===== config.mk =====
export PLATFORM = sky130hd
export DESIGN_NAME = fetch_unit
export DESIGN_NICKNAME = d
export VERILOG_FILES = /design/src/rtl/fetch_unit.sv
export SDC_FILE = /design/constraint.sdc
export NUM_CORES = 1
export LEC_CHECK = 0
export BUFFER_PORTS_ARGS = -buffer_cell sky130_fd_sc_hd__buf_2
export CAP_MARGIN = 20
export CORE_UTILIZATION = 50
export DETAILED_ROUTE_END_ITERATION = 10
export PLACE_DENSITY = 0.76
export SLEW_MARGIN = 15
export SYNTH_ARGS = -nofsm -noshare
export SYNTH_HDL_FRONTEND = slang
export SYNTH_SLANG_ARGS = --single-unit

===== constraint.sdc =====
create_clock -name clk -period 1.96 [get_ports clk]
set_input_delay 0.392 -clock clk [delete_from_list [all_inputs] [get_ports clk]]
set_output_delay 0.392 -clock clk [all_outputs]
set_load 0.01 [all_outputs]

===== src/rtl/fetch_unit.sv =====
`default_nettype none
// ============================================================================
// Module      : fetch_unit
// Description : Instruction fetch stage. Holds the fetch PC and issues word
//               requests over a req/gnt/rvalid interface, keeping at most
//               one request outstanding. Returned words and their PCs go
//               into a 2-entry queue toward decode. A redirect from decode
//               flushes the queue, restarts fetch at the new target and
//               discards any response still in flight.
// Ports       : clk, rst_n (async, active low)
//               imem_req/imem_addr/imem_gnt     - request channel
//               imem_rvalid/imem_rdata          - response channel
//               redirect/redirect_pc            - restart strobe and target
//               instr_valid/instr/instr_pc/instr_ready - queue head to decode
//               misalign                        - misaligned-target trap flag
// Config      : `define FETCH_MISALIGN_TRAP_EN to trap misaligned redirect
//               targets in a HALT state; otherwise the low target bits are
//               ignored and misalign is tied to 0.
// Revision    : 1.0 - initial release
// ============================================================================
module fetch_unit #(
  parameter logic [31:0] RESET_PC = 32'h0000_0000
) (
  input  logic        clk,
  input  logic        rst_n,
  output logic        imem_req,
  output logic [31:0] imem_addr,
  input  logic        imem_gnt,
  input  logic        imem_rvalid,
  input  logic [31:0] imem_rdata,
  input  logic        redirect,
  input  logic [31:0] redirect_pc,
  output logic        instr_valid,
  output logic [31:0] instr,
  output logic [31:0] instr_pc,
  input  logic        instr_ready,
  output logic        misalign
);

  typedef enum logic [1:0] {
    ST_REQ  = 2'd0,
    ST_WAIT = 2'd1,
    ST_DROP = 2'd2
`ifdef FETCH_MISALIGN_TRAP_EN
    ,
    ST_HALT = 2'd3
`endif
  } state_t;

  state_t      r_state;
  logic [31:0] r_fpc;
  logic [31:0] r_out_pc;
  logic [1:0]  r_count;
  logic [31:0] r_q_pc    [2];
  logic [31:0] r_q_instr [2];

  logic        w_grant;
  logic        w_push;
  logic        w_pop;
  logic        w_busy_after;
  logic [31:0] w_target;

  // Only request while a queue slot is guaranteed for the response.
  assign imem_req  = (r_state == ST_REQ) && (r_count != 2'd2);
  assign imem_addr = r_fpc;
  assign w_grant   = imem_req && imem_gnt;

  // The queue head is hidden during a redirect so nothing is popped.
  assign instr_valid = (r_count != 2'd0) && !redirect;
  assign instr       = r_q_instr[0];
  assign instr_pc    = r_q_pc[0];

  // Push/pop are only acted on outside a redirect cycle.
  assign w_push = (r_state == ST_WAIT) && imem_rvalid;
  assign w_pop  = (r_count != 2'd0) && instr_ready;

  // A response is still owed after a redirect if one was outstanding and did
  // not arrive this cycle, or if a request is being granted right now.
  assign w_busy_after = (((r_state == ST_WAIT) || (r_state == ST_DROP)) && !imem_rvalid)
                        || w_grant;

  assign w_target = {redirect_pc[31:2], 2'b00};

`ifdef FETCH_MISALIGN_TRAP_EN
  logic r_misalign;
  logic w_misaligned;
  assign w_misaligned = (redirect_pc[1:0] != 2'b00);
  assign misalign     = r_misalign;
`else
  logic w_unused_low_bits;
  assign w_unused_low_bits = ^redirect_pc[1:0];
  assign misalign          = 1'b0;
`endif

  always_ff @(posedge clk or negedge rst_n) begin
    if (!rst_n) begin
      r_state      <= ST_REQ;
      r_fpc        <= RESET_PC;
      r_out_pc     <= '0;
      r_count      <= '0;
      r_q_pc[0]    <= '0;
      r_q_pc[1]    <= '0;
      r_q_instr[0] <= '0;
      r_q_instr[1] <= '0;
`ifdef FETCH_MISALIGN_TRAP_EN
      r_misalign   <= 1'b0;
`endif
    end else if (redirect) begin
      r_count <= 2'd0;
      r_fpc   <= w_target;
      if (w_busy_after) begin
        r_state <= ST_DROP;
`ifdef FETCH_MISALIGN_TRAP_EN
      end else if (w_misaligned) begin
        r_state <= ST_HALT;
`endif
      end else begin
        r_state <= ST_REQ;
      end
`ifdef FETCH_MISALIGN_TRAP_EN
      // Held through DROP so the discard completes before halting.
      r_misalign <= w_misaligned;
`endif
    end else begin
      case (r_state)
        ST_REQ: begin
          if (w_grant) begin
            r_out_pc <= r_fpc;
            r_fpc    <= r_fpc + 32'd4;
            r_state  <= ST_WAIT;
          end
        end
        ST_WAIT: begin
          if (imem_rvalid) r_state <= ST_REQ;
        end
        ST_DROP: begin
          if (imem_rvalid) begin
`ifdef FETCH_MISALIGN_TRAP_EN
            r_state <= r_misalign ? ST_HALT : ST_REQ;
`else
            r_state <= ST_REQ;
`endif
          end
        end
        default: begin
          r_state <= r_state;
        end
      endcase

      // Requests are gated on a free slot, so a push never sees count==2.
      case ({w_push, w_pop})
        2'b10: begin
          r_q_pc[r_count[0]]    <= r_out_pc;
          r_q_instr[r_count[0]] <= imem_rdata;
          r_count               <= r_count + 2'd1;
        end
        2'b01: begin
          r_q_pc[0]    <= r_q_pc[1];
          r_q_instr[0] <= r_q_instr[1];
          r_count      <= r_count - 2'd1;
        end
        2'b11: begin
          if (r_count == 2'd1) begin
            r_q_pc[0]    <= r_out_pc;
            r_q_instr[0] <= imem_rdata;
          end else begin
            r_q_pc[0]    <= r_q_pc[1];
            r_q_instr[0] <= r_q_instr[1];
            r_q_pc[1]    <= r_out_pc;
            r_q_instr[1] <= imem_rdata;
          end
        end
        default: begin
          r_count <= r_count;
        end
      endcase
    end
  end

endmodule
`default_nettype wire


==> qor.yml, run 1 <==
status:
  outcome: "finished, violations left"
  violations: "setup timing"
synthesis:
  yosysWarnings: 0
  yosys-top-cells-count: "dfrtp_1 (189), nor2_1 (85), mux2_2 (83), a21oi_1 (68), buf_4 (68)"
  synth_area_per_cell_sq_um: 11.14
  synth_ff_type: "dfrtp_1"
  synth_edf_count: 0
  async_reset_ff_frac: 1.000
  yosysSeqAreaShare: 0.5382
  syn_area_sq_um: 8788
  synth_top_area_frac: 0.5382
  synth_area_leaders: "dfrtp_1 (54%), mux2_2 (11%), buf_4 (5.8%), a22oi_1 (5.3%), a21oi_1 (3.9%)"
  synth-seq-cells: 189
  ys_types: 49
  netlist_instances: 789
  yosysMostFrequentCell: "dfrtp_1"
  yosysTopAreaCell: "dfrtp_1"
critical_path:
  crit_family: "buffers and inverters"
  end_kind: "flip-flop"
  crit_type: "reg -> reg"
  reg2reg_from: "r_count[0]$_DFFE_PN0P_"
  max_stage_delay_ns: 0.38
  cp.arrival_ns: 2.42
  cp_cell_sequence: "inv_2 -> buf_6 -> ha_4 -> buf_4 -> nand3b_1 -> nor2_4 -> clkbuf_16 -> mux2_2"
  worst-r2r-cell-count: 8
  path_max_fanout: 12
  cp.required_ns: 2.27
  crit_path_start_kind: "flip-flop"
  cp_slowest_cell: "dfrtp_1"
  timing.rr.end: "r_out_pc[15]$_DFFE_PN0P_"
  cp_num_buf_inv: 4
  reg2reg_slack_ns: -0.15
drt:
  ant_nets: 0
  vias: 6812
  drt_iter0_markers: 506
  drt_wl_total_um: 22820
  post-route-drc-count: 0
  drt-wirelength-per-cell_um: 18.92
  first_pass_iters: 5
  via_per_inst: 5.648
floorplan:
  io_pins: 169
  die_area_sq_um: 18110
  num_rows: 48
  chipWidth_um: 134.6
  initial_core_util: 0.5099
  core-area_sq_um: 17240
  dieHeight_um: 134.6
clock_network:
  cts_tree: "built"
  numCtsBuffers: 17
  path_clk_slew_ns: 0.07
  cts_sinks: 189
  clock_latency_ns: 0.43
  root_buffer: "clkbuf_16"
  cts_max_level: 4
  cts_buffer_depth: 2
global_routing:
  grt_overflow: 0
  grt_max_degree: 50
  first_global_vias: 6429
  grt_pass1_wl_um: 33040
  antenna_found_initial: 0
  grtUsageTotal: 0.2350
sta:
  hold_violations: 0
  fin_crit_ns: 2.112
  setup_ws_ns: -0.1520
  slew_viol_final: 0
  finClkSkew_ns: 0.009538
  fin_crit_sh: 1.078
  rsz0062_at_grt: "yes"
  hold_slack_ns: 0.1666
  max_freq_ghz: 0.4735
  tns_ns: -6.526
  setup_viol: 83
pwr:
  p_per_area_nw_per_um2: 1450
  ir_drop_mv: 0.8299
  total_power_mw: 16.82
  leakage_nw: 5.414
layout:
  antennaDiodeCount: 0
  fill_cells: 1215
  fin_util: 0.6728
  syn2layout_area_growth_pct: 31.95
  final_nets: 1044
  multi_input_area_sq_um: 3716
  seqCellArea_sq_um: 4730
  drive_above_1_share: 0.4608
hold_path:
  hold_class: "in -> reg"
  min_path_cells: 3
  min_from: "redirect_pc[11]"
  hold_end: "imem_addr[11]$_DFFE_PN0P_"
placement:
  gp_congestion: 0.7982
  port_buffers: 163
  hpwl_um: 13120
  pre_cts_slack_ns: -0.1908
run:
  maxCapViolCount: 0
[report_power, final]
| part | switching [mW] | internal [mW] |
|---|---|---|
| Combinational | 3.35 | 3.65 |
| Clock | 1.53 | 1.91 |
| Sequential | 0.964 | 5.41 |
[repair_timing]
action,4_1_cts,5_1_grt
gates resized for setup,26,79
cloned,6,16
pin swaps,13,68
hold buffers,1,0
endpoints found under the setup margin,79,177
buffers inserted,16,10
hold endpoints to repair,40,0
[through the flow]
stage                     cells  instance area, sq um
after floorplan             791                  8823
after global placement     1131                  9903
after detailed placement   1131                  9903
after CTS                  1186                 10900
after global routing       1206                 11600
final                      1206                 11600
[cells in the final DEF (no fill, tap or decap), drive strengths merged, types with 7 or more instances in the layout]
cell type  synthesis  layout
a22oi             62      62
o21ai             19      19
a31oi             15      15
nand2             23      23
or4               11      11
nand4             18      18
buf               87     258
inv                7      11
a21oi             68      68
nor2              85      85
xnor2              7       7
dfrtp            189     189
o31ai              9       9
clkbuf            29      36
nand3             10      10
mux2              92      92
xor2               7       7
[worst min-delay path: cells and delay by family]
family,cells,cell delay (ns)
AO/OA/AOI/OAI,1,0.05
buffers and inverters,1,0.07
AND/OR/NAND/NOR,1,0.04
[metal layers]
metal | vias up | global-route usage | part of all wire
met3 | 28 | 0.04392 | 0.046
met4 | 0 | 0.06367 | 0.016
met5 | - | 0 | 0
met1 | 3393 | 0.3233 | 0.45
met2 | 240 | 0.3831 | 0.49
li1 | 3151 | - | -
[how the worst max path moves through the flow]
| stage | slack, ns | cells after the start | start | to |
|---|---|---|---|---|
| global route | -0.19 | 8 | r_count[0]$_DFFE_PN0P_ | r_out_pc[15]$_DFFE_PN0P_ |
| global placement | -0.13 | 7 | r_count[0]$_DFFE_PN0P_ | r_q_pc[23]$_DFFE_PN0P_ |
| finish | -0.15 | 8 | r_count[0]$_DFFE_PN0P_ | r_out_pc[15]$_DFFE_PN0P_ |
| floorplan | 0.001 | 8 | r_count[0]$_DFFE_PN0P_ | r_q_instr[0]$_DFFE_PN0P_ |
| CTS | -0.08 | 7 | r_count[0]$_DFFE_PN0P_ | imem_addr[26]$_DFFE_PN0P_ |
| detailed placement | -0.19 | 7 | r_count[0]$_DFFE_PN0P_ | r_q_pc[22]$_DFFE_PN0P_ |
[layout make-up]
| class | instances | share of cell area |
|---|---|---|
| inverter | 7 | 0.002266 |
| tap | 225 | 0.02428 |
| multi-input combinational | 479 | 0.3205 |
| timing repair buffer | 274 | 0.1945 |
| clock inverter | 11 | 0.009171 |
| clock buffer | 21 | 0.04143 |
| sequential | 189 | 0.4079 |
[cell families (layout without fill, tap and decap cells)]
family                   Yosys count  after routing  synth area share
flip-flops                       189            189            0.5382
adder cells (fa/ha/maj)            8              8           0.01082
other                              1              3         0.0004267
buffers and inverters            123            313           0.08499
XOR/XNOR                          14             14           0.01395
multiplexers                      93             93            0.1190
AND/OR/NAND/NOR                  181            181            0.1055
AO/OA/AOI/OAI                    180            180            0.1271
[state kept, by name, summed over array words and instances, names as in the netlist]
name / cells
instr_pc: 31
imem_addr: 30
r_q_pc: 30
r_count: 2
r_out_pc: 30
r_q_instr: 32
instr: 32
r_state: 2
(Power assumes the default switching activity.)
==> run 2, diff against run 1 <==
--- a/config.mk
+++ b/config.mk
@@ -5,9 +5,11 @@
 export SDC_FILE = /design/constraint.sdc
 export NUM_CORES = 1
 export LEC_CHECK = 0
+export ABC_AREA = 1
 export BUFFER_PORTS_ARGS = -buffer_cell sky130_fd_sc_hd__buf_2
 export CAP_MARGIN = 20
-export CORE_UTILIZATION = 50
+export CORE_UTILIZATION = 51
+export CTS_BUF_LIST = sky130_fd_sc_hd__clkbuf_16
 export DETAILED_ROUTE_END_ITERATION = 10
 export PLACE_DENSITY = 0.76
 export SLEW_MARGIN = 15
==> run 2 against run 1 <==
Utilization shrank 7.3 points. Worst setup slack gained 0.22 ns. Global-route usage grew 0.52 points. Critical path depth shrank 3. Largest cell class unchanged. Final cell count grew 37%. The run now ends clean. Critical endpoint is now imem_req. Sequential cell count is the same. Synthesized area grew 14%. Synthesized cell count grew 64%. Die area grew 11%.
==> qor.yml, run 2 <==
placement:
  pre_cts_slack_ns: 0.1284
  port_buffers: 163
  hpwl_um: 15680
  place_area_sq_um: 10710
  gp_congestion: 0.9008
critical_path:
  crit_family: "flip-flops"
  cp.arrival_ns: 1.50
  cp_num_buf_inv: 3
  crit_path_start_kind: "flip-flop"
  crit_type: "reg -> out"
  cp_slowest_cell: "dfrtp_1"
  end_kind: "primary output"
  cp_cell_sequence: "inv_1 -> ha_1 -> inv_1 -> nor2_1 -> buf_2"
  cp.required_ns: 1.57
  crit_start: "r_state[0]$_DFFE_PN0P_"
  path_max_fanout: 3
  reg2reg_from: "r_count[0]$_DFFE_PN0P_"
  critPathMostFrequentCell: "inv_1"
  max_stage_delay_ns: 0.41
pwr:
  p_int_mw: 9.817
  swShare: 0.3755
  ir_drop_mv: 0.5475
  pwr-share-seq: 0.396
  p_per_area_nw_per_um2: 1382
  leakage_nw: 5.713
  power_switching_mw: 5.904
  p_comb_frac: 0.364
  pwr-share-clk: 0.240
sta:
  slew_viol_final: 0
  fin_crit_sh: 0.9640
  setup_ws_ns: 0.07060
  finClkSkew_ns: 0.01161
  worstMarginPinSlew_ns: 0.5687
  max_freq_ghz: 0.5293
  setup_viol: 0
  hold_violations: 0
  hold_slack_ns: 0.1900
  slew_headroom: 0.6208
  fin_crit_ns: 1.889
run:
  maxCapViolCount: 0
global_routing:
  grt_overflow: 0
  grt_max_degree: 73
  antenna_found_initial: 0
  grt_pass1_wl_um: 38500
  first_global_vias: 7880
  grtUsageTotal: 0.2402
floorplan:
  die_area_sq_um: 20170
  chipWidth_um: 142.0
  num_rows: 50
  core-area_sq_um: 18960
  initial_core_util: 0.5275
  io_pins: 169
  dieHeight_um: 142.0
clock_network:
  path_clk_slew_ns: 0.07
  cts_max_level: 4
  clock_latency_ns: 0.43
  root_buffer: "clkbuf_16"
  cts_buffer_depth: 2
  cts_sinks: 189
  numCtsBuffers: 17
  cts_tree: "built"
synthesis:
  yosysSeqAreaShare: 0.4730
  synth_area_per_cell_sq_um: 7.716
  async_reset_ff_frac: 1.000
  synth_top_area_frac: 0.4730
  yosysTopAreaCell: "dfrtp_1"
  synth_edf_count: 0
  syn_area_sq_um: 10000
  yosys-top-cells-count: "nand2_1 (371), dfrtp_1 (189), o21ai_0 (161), inv_1 (139), nor2_1 (86)"
  synth_ff_type: "dfrtp_1"
  netlist_instances: 1296
  synth_area_leaders: "dfrtp_1 (47%), nand2_1 (14%), o21ai_0 (8.1%), buf_4 (5.4%), inv_1 (5.2%)"
  synth-seq-cells: 189
  yosysMostFrequentCell: "nand2_1"
  ys_types: 33
  yosysWarnings: 0
hold_path:
  min_from: "redirect_pc[15]"
  hold_class: "in -> reg"
drt:
  vias: 8318
  first_pass_iters: 5
  ant_nets: 0
  drt_iter0_markers: 595
  drt-wirelength-per-cell_um: 13.97
  drt_wl_total_um: 23100
  post-route-drc-count: 0
  via_per_inst: 5.029
status:
  outcome: "finished, final reports clean"
layout:
  layout_common_cells: "nand2_1 (370), dfrtp_1 (189), buf_2 (162)"
  drive_above_1_share: 0.1994
  fin_area_sq_um: 11380
  fill_cells: 1728
  final_nets: 1457
  syn2layout_area_growth_pct: 13.78
  final_common_cell: "nand2_1"
  antennaDiodeCount: 0
[run 2: cell types whose count changed after synthesis, sizes merged, moves of 30 or more]
cell	before	now
nand2	23	375
o21ai	19	190
mux2	92	0
a22oi	62	0
nand3	10	40
inv	7	145
[run 2: cell families (layout without fill, tap and decap cells)]
kind of cell / Yosys count / after routing / share of synthesized area
and+or+nand+nor: 536 / 536 / 0.2197
AOI/OAI and AO/OA: 286 / 286 / 0.1585
buffers and inverters: 274 / 370 / 0.1374
DFF: 189 / 189 / 0.4730
adders and majority gates: 6 / 6 / 0.007507
xor gates and xnor gates: 4 / 4 / 0.003503
other: 1 / 3 / 0.0003750
[run 2: final timing paths]
path / end / slack, ns / depth (start not counted)
worst max-delay path: imem_req / 0.07 / 5
worst min-delay path: imem_addr[15]$_DFFE_PN0P_ / 0.19 / 3
worst max register to register: r_out_pc[26]$_DFFE_PN0P_ / 0.14 / 9
worst min register to register: instr_pc[6]$_DFFE_PN0P_ / 0.47 / 2
max in group asynchronous: r_q_pc[31]$_DFFE_PN0P_ / 0.76 / 3
min in group asynchronous: r_q_instr[25]$_DFFE_PN0P_ / 0.53 / 2
[run 2: worst min-delay path: stages]
cell and delay (ns):
buf_2 0.07, nand2_1 0.04, nand4_1 0.08
[run 2: per-stage QoR]
step                      power [mW]    util  std cells  setup TNS (ns)
after floorplan                10.61       -       1298               0
after global placement         11.77  0.5652       1621               0
after detailed placement       11.99  0.5652       1621               0
after CTS                      15.82  0.5996       1654               0
after global routing           16.96  0.6002       1654        -0.03065
final                          15.72  0.6002       1654               0
[run 2: area by class of cell]
class,count,area [sq um],share of cell area
multi-input cells,835,3928,0.3452
flip-flops and latches,189,4730,0.4157
well taps,260,325.3,0.02859
clock buffers,17,425.4,0.03739
repair buffers,193,1206,0.1060
clock inverters,15,216.5,0.01903
inverters,145,546.8,0.04806
[run 2: what timing repair did]
item                                   4_1_cts  5_1_grt
setup buffers                                0        0
gates resized for setup                      0        5
endpoints found under the hold margin       56        0
hold buffers                                 1        0
setup endpoints to repair                    0       15
[run 2: power by group through the flow]
stage	clock network [mW]	logic [mW]	registers [mW]
5_1_grt	4.01	6.53	6.42
2_1_floorplan	0	4.47	6.14
3_3_place_gp	0	5.53	6.24
3_5_place_dp	0	5.71	6.28
4_1_cts	3.84	5.76	6.22
6_report	3.77	5.72	6.23
[run 2: layer usage]
| layer | vias to the layer above | track usage | share of wire |
|---|---|---|---|
| li1 | 4213 | - | - |
| met1 | 3874 | 0.3321 | 0.47 |
| met2 | 212 | 0.3929 | 0.46 |
| met3 | 19 | 0.03331 | 0.053 |
| met4 | 0 | 0.07074 | 0.012 |
| met5 | - | 0 | 0 |
